--- src/rtl/data_break_ctrl.sv ---
`timescale 1ns/1ps
// data_break_ctrl: data-break (DMA) initiator for the PDP-8e core.
// Requests break cycles from the CPU state machine, drives the break address
// and write data, captures read data, and streams words to/from a peripheral
// over valid/ready handshakes. Bit 0 is the MSB on all PDP-8 style buses.
module data_break_ctrl #(
  parameter logic [4:0] DB0 = 5'd20,
  parameter logic [4:0] DB1 = 5'd21,
  parameter logic [4:0] DB2 = 5'd22
) (
  input  logic        clk,
  input  logic        reset,
  input  logic        start,
  input  logic        dir_to_dev,
  input  logic [0:14] start_addr,
  input  logic [0:11] word_count,
  input  logic        abort,
  input  logic [4:0]  state,
  input  logic [0:11] mem_dout,
  input  logic        src_valid,
  input  logic [0:11] src_data,
  output logic        src_ready,
  output logic        snk_valid,
  output logic [0:11] snk_data,
  input  logic        snk_ready,
  output logic        data_break,
  output logic        to_disk,
  output logic [0:14] db_addr,
  output logic [0:11] db_data,
  output logic        busy,
  output logic        done,
  output logic        aborted
);

  typedef enum logic [2:0] {
    S_IDLE,
    S_FETCH,
    S_REQ,
    S_BREAK,
    S_DELIVER,
    S_FINISH
  } fsm_t;

  fsm_t        fsm_q, fsm_d;
  logic [0:14] addr_q, addr_d;
  logic [0:11] count_q, count_d;
  logic        dir_q, dir_d;
  logic [0:11] wdata_q, wdata_d;
  logic [0:11] rdata_q, rdata_d;
  logic        aborted_q, aborted_d;
  logic        data_break_q, data_break_d;
  logic        src_ready_q, src_ready_d;
  logic        snk_valid_q, snk_valid_d;
  logic        busy_q, busy_d;
  logic        done_q, done_d;

  // The CPU is inside a break cycle while it reports any of DB0..DB2.
  logic in_break;
  // Count register after this word's decrement reaches zero.
  logic last_word;
  // Handshakes complete on any edge where both sides agree.
  logic src_hs;
  logic snk_hs;

  assign in_break  = (state == DB0) || (state == DB1) || (state == DB2);
  assign last_word = (count_q == 12'd1);
  assign src_hs    = src_valid && src_ready_q;
  assign snk_hs    = snk_valid_q && snk_ready;

  // Next-state and datapath update; every target holds its value by default.
  always_comb begin
    fsm_d     = fsm_q;
    addr_d    = addr_q;
    count_d   = count_q;
    dir_d     = dir_q;
    wdata_d   = wdata_q;
    rdata_d   = rdata_q;
    aborted_d = aborted_q;

    unique case (fsm_q)
      S_IDLE: begin
        if (start) begin
          addr_d    = start_addr;
          count_d   = word_count;
          dir_d     = dir_to_dev;
          aborted_d = 1'b0;
          fsm_d     = dir_to_dev ? S_REQ : S_FETCH;
        end
      end

      S_FETCH: begin
        // Abort wins over a word offered in the same cycle: nothing has
        // been committed to memory for it yet, so it is simply dropped.
        if (abort) begin
          aborted_d = 1'b1;
          fsm_d     = S_FINISH;
        end else if (src_hs) begin
          wdata_d = src_data;
          fsm_d   = S_REQ;
        end
      end

      S_REQ: begin
        // Once requested the word always completes; abort is not looked at.
        if (state == DB0) begin
          fsm_d = S_BREAK;
        end
      end

      S_BREAK: begin
        if (dir_q && (state == DB2)) begin
          rdata_d = mem_dout;
        end
        // First cycle after the break: advance address within the field
        // (field bits 0:2 never change) and consume one word of the count.
        if (!in_break) begin
          addr_d[3:14] = addr_q[3:14] + 12'd1;
          count_d      = count_q - 12'd1;
          if (dir_q) begin
            fsm_d = S_DELIVER;
          end else if (last_word) begin
            fsm_d = S_FINISH;
          end else if (abort) begin
            aborted_d = 1'b1;
            fsm_d     = S_FINISH;
          end else begin
            fsm_d = S_FETCH;
          end
        end
      end

      S_DELIVER: begin
        // The count was already decremented on leaving the break cycle.
        if (snk_hs) begin
          if (count_q == 12'd0) begin
            fsm_d = S_FINISH;
          end else if (abort) begin
            aborted_d = 1'b1;
            fsm_d     = S_FINISH;
          end else begin
            fsm_d = S_REQ;
          end
        end
      end

      S_FINISH: begin
        fsm_d = S_IDLE;
      end

      default: begin
        fsm_d = S_IDLE;
      end
    endcase
  end

  // Control outputs are registered from the next state so each one is
  // glitch-free and lines up with the state it describes.
  always_comb begin
    data_break_d = (fsm_d == S_REQ);
    src_ready_d  = (fsm_d == S_FETCH);
    snk_valid_d  = (fsm_d == S_DELIVER);
    busy_d       = (fsm_d == S_FETCH) || (fsm_d == S_REQ) ||
                   (fsm_d == S_BREAK) || (fsm_d == S_DELIVER);
    done_d       = (fsm_d == S_FINISH);
  end

  // State and datapath registers; reset clears everything immediately.
  always_ff @(posedge clk or negedge reset) begin
    if (!reset) begin
      fsm_q        <= S_IDLE;
      addr_q       <= '0;
      count_q      <= '0;
      dir_q        <= 1'b0;
      wdata_q      <= '0;
      rdata_q      <= '0;
      aborted_q    <= 1'b0;
      data_break_q <= 1'b0;
      src_ready_q  <= 1'b0;
      snk_valid_q  <= 1'b0;
      busy_q       <= 1'b0;
      done_q       <= 1'b0;
    end else begin
      fsm_q        <= fsm_d;
      addr_q       <= addr_d;
      count_q      <= count_d;
      dir_q        <= dir_d;
      wdata_q      <= wdata_d;
      rdata_q      <= rdata_d;
      aborted_q    <= aborted_d;
      data_break_q <= data_break_d;
      src_ready_q  <= src_ready_d;
      snk_valid_q  <= snk_valid_d;
      busy_q       <= busy_d;
      done_q       <= done_d;
    end
  end

  assign data_break = data_break_q;
  assign to_disk    = dir_q;
  assign db_addr    = addr_q;
  assign db_data    = wdata_q;
  assign snk_data   = rdata_q;
  assign src_ready  = src_ready_q;
  assign snk_valid  = snk_valid_q;
  assign busy       = busy_q;
  assign done       = done_q;
  assign aborted    = aborted_q;

endmodule

--- config.mk ---
export PLATFORM = sky130hd
export DESIGN_NAME = data_break_ctrl
export DESIGN_NICKNAME = d
export VERILOG_FILES = /design/src/rtl/data_break_ctrl.sv
export SDC_FILE = /design/constraint.sdc
export NUM_CORES = 1
export LEC_CHECK = 0
export ABC_AREA = 1
export CORE_MARGIN = 8
export CORE_UTILIZATION = 47
export CTS_BUF_LIST = sky130_fd_sc_hd__clkbuf_8
export CTS_CLUSTER_DIAMETER = 120
export CTS_CLUSTER_SIZE = 10
export DETAILED_ROUTE_END_ITERATION = 16
export PLACE_DENSITY = 0.82
export SLEW_MARGIN = 20
export SYNTH_ARGS = -nofsm -noshare
export SYNTH_HDL_FRONTEND = slang
export SYNTH_SLANG_ARGS = --single-unit
--- constraint.sdc ---
create_clock -name clk -period 1.6 [get_ports clk]
set_input_delay 0.48 -clock clk [delete_from_list [all_inputs] [get_ports clk]]
set_output_delay 0.48 -clock clk [all_outputs]
set_load 0.02 [all_outputs]
==> reports/results.md <==
| Item | Reported |
| --- | --- |
| Final worst slack | 0.0264 ns |
| CTS tree | built |
| Cell area power density | 1710 nW/um2 |
| Total vias in the final route | 3,284 |
| Yosys reg bits | 61 |
| Cell type group with the largest total delay on the critical path | flip-flops |
| Reg2Reg Launch Point | fsm_q[2]$_DFF_PN0_ |
| Area of all placed cells without fillers | 5140 um2 |
| Worst Setup Start Kind | flop |
| Die outline area | 9860 um2 |
| FP Rows | 30 |
| Final hold viol count | 0 |
| Initial core utilization | 48.3% |
| Root buffer selected by CTS | sky130_fd_sc_hd__clkbuf_8 |
| DRC violations left | 0 |
| Number of I/O pins | 109 |
| Crit Path Class | flop to output pin |
| Number of placed instances with taps included | 584 |
| Sequential share of power | 28.8% |
| Initial antenna violation count | 1 |
| FILL cells | 463 |
| Placeable core area | 6760 um2 |
| Clock Tree Buf Depth | 2 |
| Fin crit share | 98.4% |
| Post-detailed-route via-to-cell ratio | 5.31 |
| Area taken by flip-flops and latches | 1530 um2 |
| Setup violation total in the final timing report | 0 |
| Fmax achieved | 0.635 GHz |
| Internal cell power | 5.21 mW |
| Synth cell types | 34 |
| Growth of design area from synthesis to finish | 57.5% |
| Part of the total power dissipated in the clock network | 19.5% |
| Cell type contributing the most total cell area after synthesis | sky130_fd_sc_hd__dfrtp_1 |
| Number of max-capacitance violations reported | 0 |
| Total buffers and inverters traversed by the critical path | 1 |
| Unrepaired setup endpoints after global routing | true |
| Total congestion overflow | 0 |
| Pin count of the biggest net entering global routing | 62 |
| Peak supply drop | 0.00106 V |
| Run status | completed |
| Num CTS Buffers | 9 |
| Routed WL | 10.3 mm |
| Layout cells sized above 1 | 25.5% |
| Maximum fanout count along the critical path | 5 |
| Sequential area share after synthesis | 46.8% |
| CP cell instances | clkdlybuf4s15_1 |
| Global-route wire length before repair | 15.9 mm |
| Switching fraction of total power | 40.6% |
| Max-slew violation total from the final report | 0 |
| Transition time of the tightest slew-check pin | 0.347 ns |
| Antenna viol nets, final | 0 |
| H-tree Lvls | 3 |
| Clock latency on the worst-skew pair | 0.34 ns |
| Iteration-0 DRC Markers | 194 |
| CTS sink cnt | 61 |
| Die Ht | 99.3 um |
| Number of instances in the synthesized netlist | 377 |
| Count of TritonRoute iterations in the first routing pass | 5 |
| Multi-input gate area | 1610 um2 |
| WP data arrival | 1.09 ns |
| Relative contribution of combinational cells to total power | 51.6% |
| Worst min-delay path class | primary input to async pin |
| Kind of capture point of the worst setup path | output pin |
| Max Clock Skew | 0.00786 ns |
| Post-Syn Area | 3260 um2 |
| Global-route usage over all layers | 20.0% |
| Routability-driven placement congestion ratio | 0.910 |
| Total half-perimeter wirelength after legalization and detailed placement | 7.06 mm |
| Minimum clock period after layout | 1.57 ns |
| Worst-path cell with the longest stage delay | sky130_fd_sc_hd__dfrtp_2 |
| Post-synthesis area per instance | 8.65 um2 |
| Net total in the final layout | 600 |
| Clock slew at reported path FFs | 0.07 ns |
| Wire length per cell after detailed routing | 16.6 um |
| Highest cell delay on the worst timing path | 0.45 ns |
| Number of global-route vias before repair | 3,375 |
| Net switching component of the power | 3.57 mW |
| Hold-fix buffers, CTS | 0 |
| Nets in the synthesized netlist | 443 |
| Placed cell area | 4640 um2 |
| Number of buffers inserted by port buffering | 108 |
| Die W | 99.3 um |
| Pre-CTS setup slack | -0.500 ns |
| Ranking of synthesized cells by area | sky130_fd_sc_hd__dfrtp_1 47%, sky130_fd_sc_hd__nand2_1 9.1%, sky130_fd_sc_hd__mux2_2 4.8%, sky130_fd_sc_hd__o21ai_0 4.8%, sky130_fd_sc_hd__mux2_4 4.6% |
| Data required time at the worst endpoint | 1.12 ns |
| Smallest hold slack | 0.107 ns |
| Fraction of the core area covered by cells at the end of the flow | 76.0% |
| Share of the synthesized area in the top cell type | 46.8% |
| Worst-case headroom to the max-slew limit | 76.9% |
| Total of warnings raised by yosys | 0 |
| Standby leakage power | 2.59 nW |
| Crit path launch | db_addr[14]$_DFFE_PN0P_ |
| Non-filler cells in the finished layout | 619 |
-- cell type report --
class	instances	share of cell area, %
tap	80	1.95
sequential	61	29.8
clock inverter	4	1.85
clock buffer	11	2.95
multi-input combinational	268	31.4
inverter	37	2.80
timing repair buffer	157	29.3
antenna	1	0.0487
-- power groups by stage --
stage	registers [mW]	clock network [mW]	logic, mW
final	2.53	1.72	4.53
after global routing	2.59	1.81	4.96
after CTS	2.49	1.73	4.15
after detailed placement	2.53	0	4.19
after global placement	2.49	0	4.06
after floorplan	3.01	0	1.87
-- worst register-to-register path, cell delays in order, from the launching register on --
cell and delay, ns:
sky130_fd_sc_hd__dfrtp_1 0.40, sky130_fd_sc_hd__inv_2 0.11, sky130_fd_sc_hd__nand2_4 0.09, sky130_fd_sc_hd__nor2_8 0.18, sky130_fd_sc_hd__nand2_2 0.11, sky130_fd_sc_hd__nand2_4 0.16, sky130_fd_sc_hd__buf_6 0.15, sky130_fd_sc_hd__o21ai_0 0.09
sky130_fd_sc_hd__o21ai_1 0.16
-- per-layer routing --
metal | part of all wire (%) | up-vias | track usage, % | wire (um)
met3 | 7.9 | 17 | 5.59 | 812
met4 | 1.9 | 0 | 7.10 | 198
li1 | - | 1562 | - | -
met2 | 52 | 140 | 35.7 | 5290
met5 | 0 | - | 0 | 0
met1 | 39 | 1565 | 22.1 | 3960
-- synthesized netlist by cell type (all sizes together) --
cell type  instances
o21ai             35
nor3               6
nor2              48
or2                1
a31oi              5
a21boi             1
buf                8
dfrtp             61
xnor2              1
o211ai             3
mux2              24
clkbuf             3
and2               1
nand4              5
xor2               5
inv               37
nand3             22
a22oi              3
nand2             87
a21oi             12
ha                 3
o22ai              6
-- stage by stage --
step                      total power [mW]  TNS (ns)
after floorplan                       4.87         0
after global placement                6.55    -17.61
after detailed placement              6.71    -19.58
after CTS                             8.37         0
after global routing                  9.36    -0.258
final                                 8.77         0
-- flip-flops by register name, indices dropped and copies added (netlist names) --
name        cells
src_ready       1
busy            1
to_disk         1
db_data        12
done            1
aborted         1
fsm_q           3
snk_data       12
count_q        12
db_addr        15
data_break      1
snk_valid       1
-- logic make-up (layout without fill, tap and decap cells) --
group,Yosys count,count (layout),share of synthesized area (%)
simple gates,170,170,23.4
compound gates,65,65,10.9
flops,61,61,46.8
buf+inv,48,209,6.60
mux,24,24,9.44
xor+xnor,6,6,1.61
fa+ha+maj,3,3,1.15
other cells,0,1,0
-- placed cells by master (no fill, tap or decap), types with 9 or more instances in the layout --
cell,instances
sky130_fd_sc_hd__a21oi_1,11
sky130_fd_sc_hd__buf_4,38
sky130_fd_sc_hd__clkbuf_8,11
sky130_fd_sc_hd__clkdlybuf4s50_1,56
sky130_fd_sc_hd__dfrtp_1,59
sky130_fd_sc_hd__dlygate4sd2_1,48
sky130_fd_sc_hd__inv_1,27
sky130_fd_sc_hd__mux2_2,14
sky130_fd_sc_hd__mux2_4,10
sky130_fd_sc_hd__nand2_1,77
sky130_fd_sc_hd__nand3_1,19
sky130_fd_sc_hd__nor2_1,33
sky130_fd_sc_hd__nor2_2,10
sky130_fd_sc_hd__o21ai_0,26
sky130_fd_sc_hd__o21ai_1,9
-- final timing paths --
kind | end | slack [ns] | cells past startpoint
worst min register to register | db_addr[0]$_DFFE_PN0P_ | 0.47 | 2
min in group clk | db_addr[0]$_DFFE_PN0P_ | 0.47 | 2
worst max-delay path | db_addr[14] | 0.03 | 1
worst min-delay path | db_addr[10]$_DFFE_PN0P_ | 0.11 | 2
worst max register to register | count_q[0]$_DFFE_PN0P_ | 0.06 | 8
max in group asynchronous | count_q[6]$_DFFE_PN0P_ | 1.17 | 2
-- timing repair --
action,in CTS,in global routing
gates cloned,2,1
endpoints found under the hold margin,0,0
resized for setup,64,31
pin swaps,9,9
setup endpoints to repair,75,42
setup buffers,6,10
No activity file was read; power rests on OpenSTA's default activity.
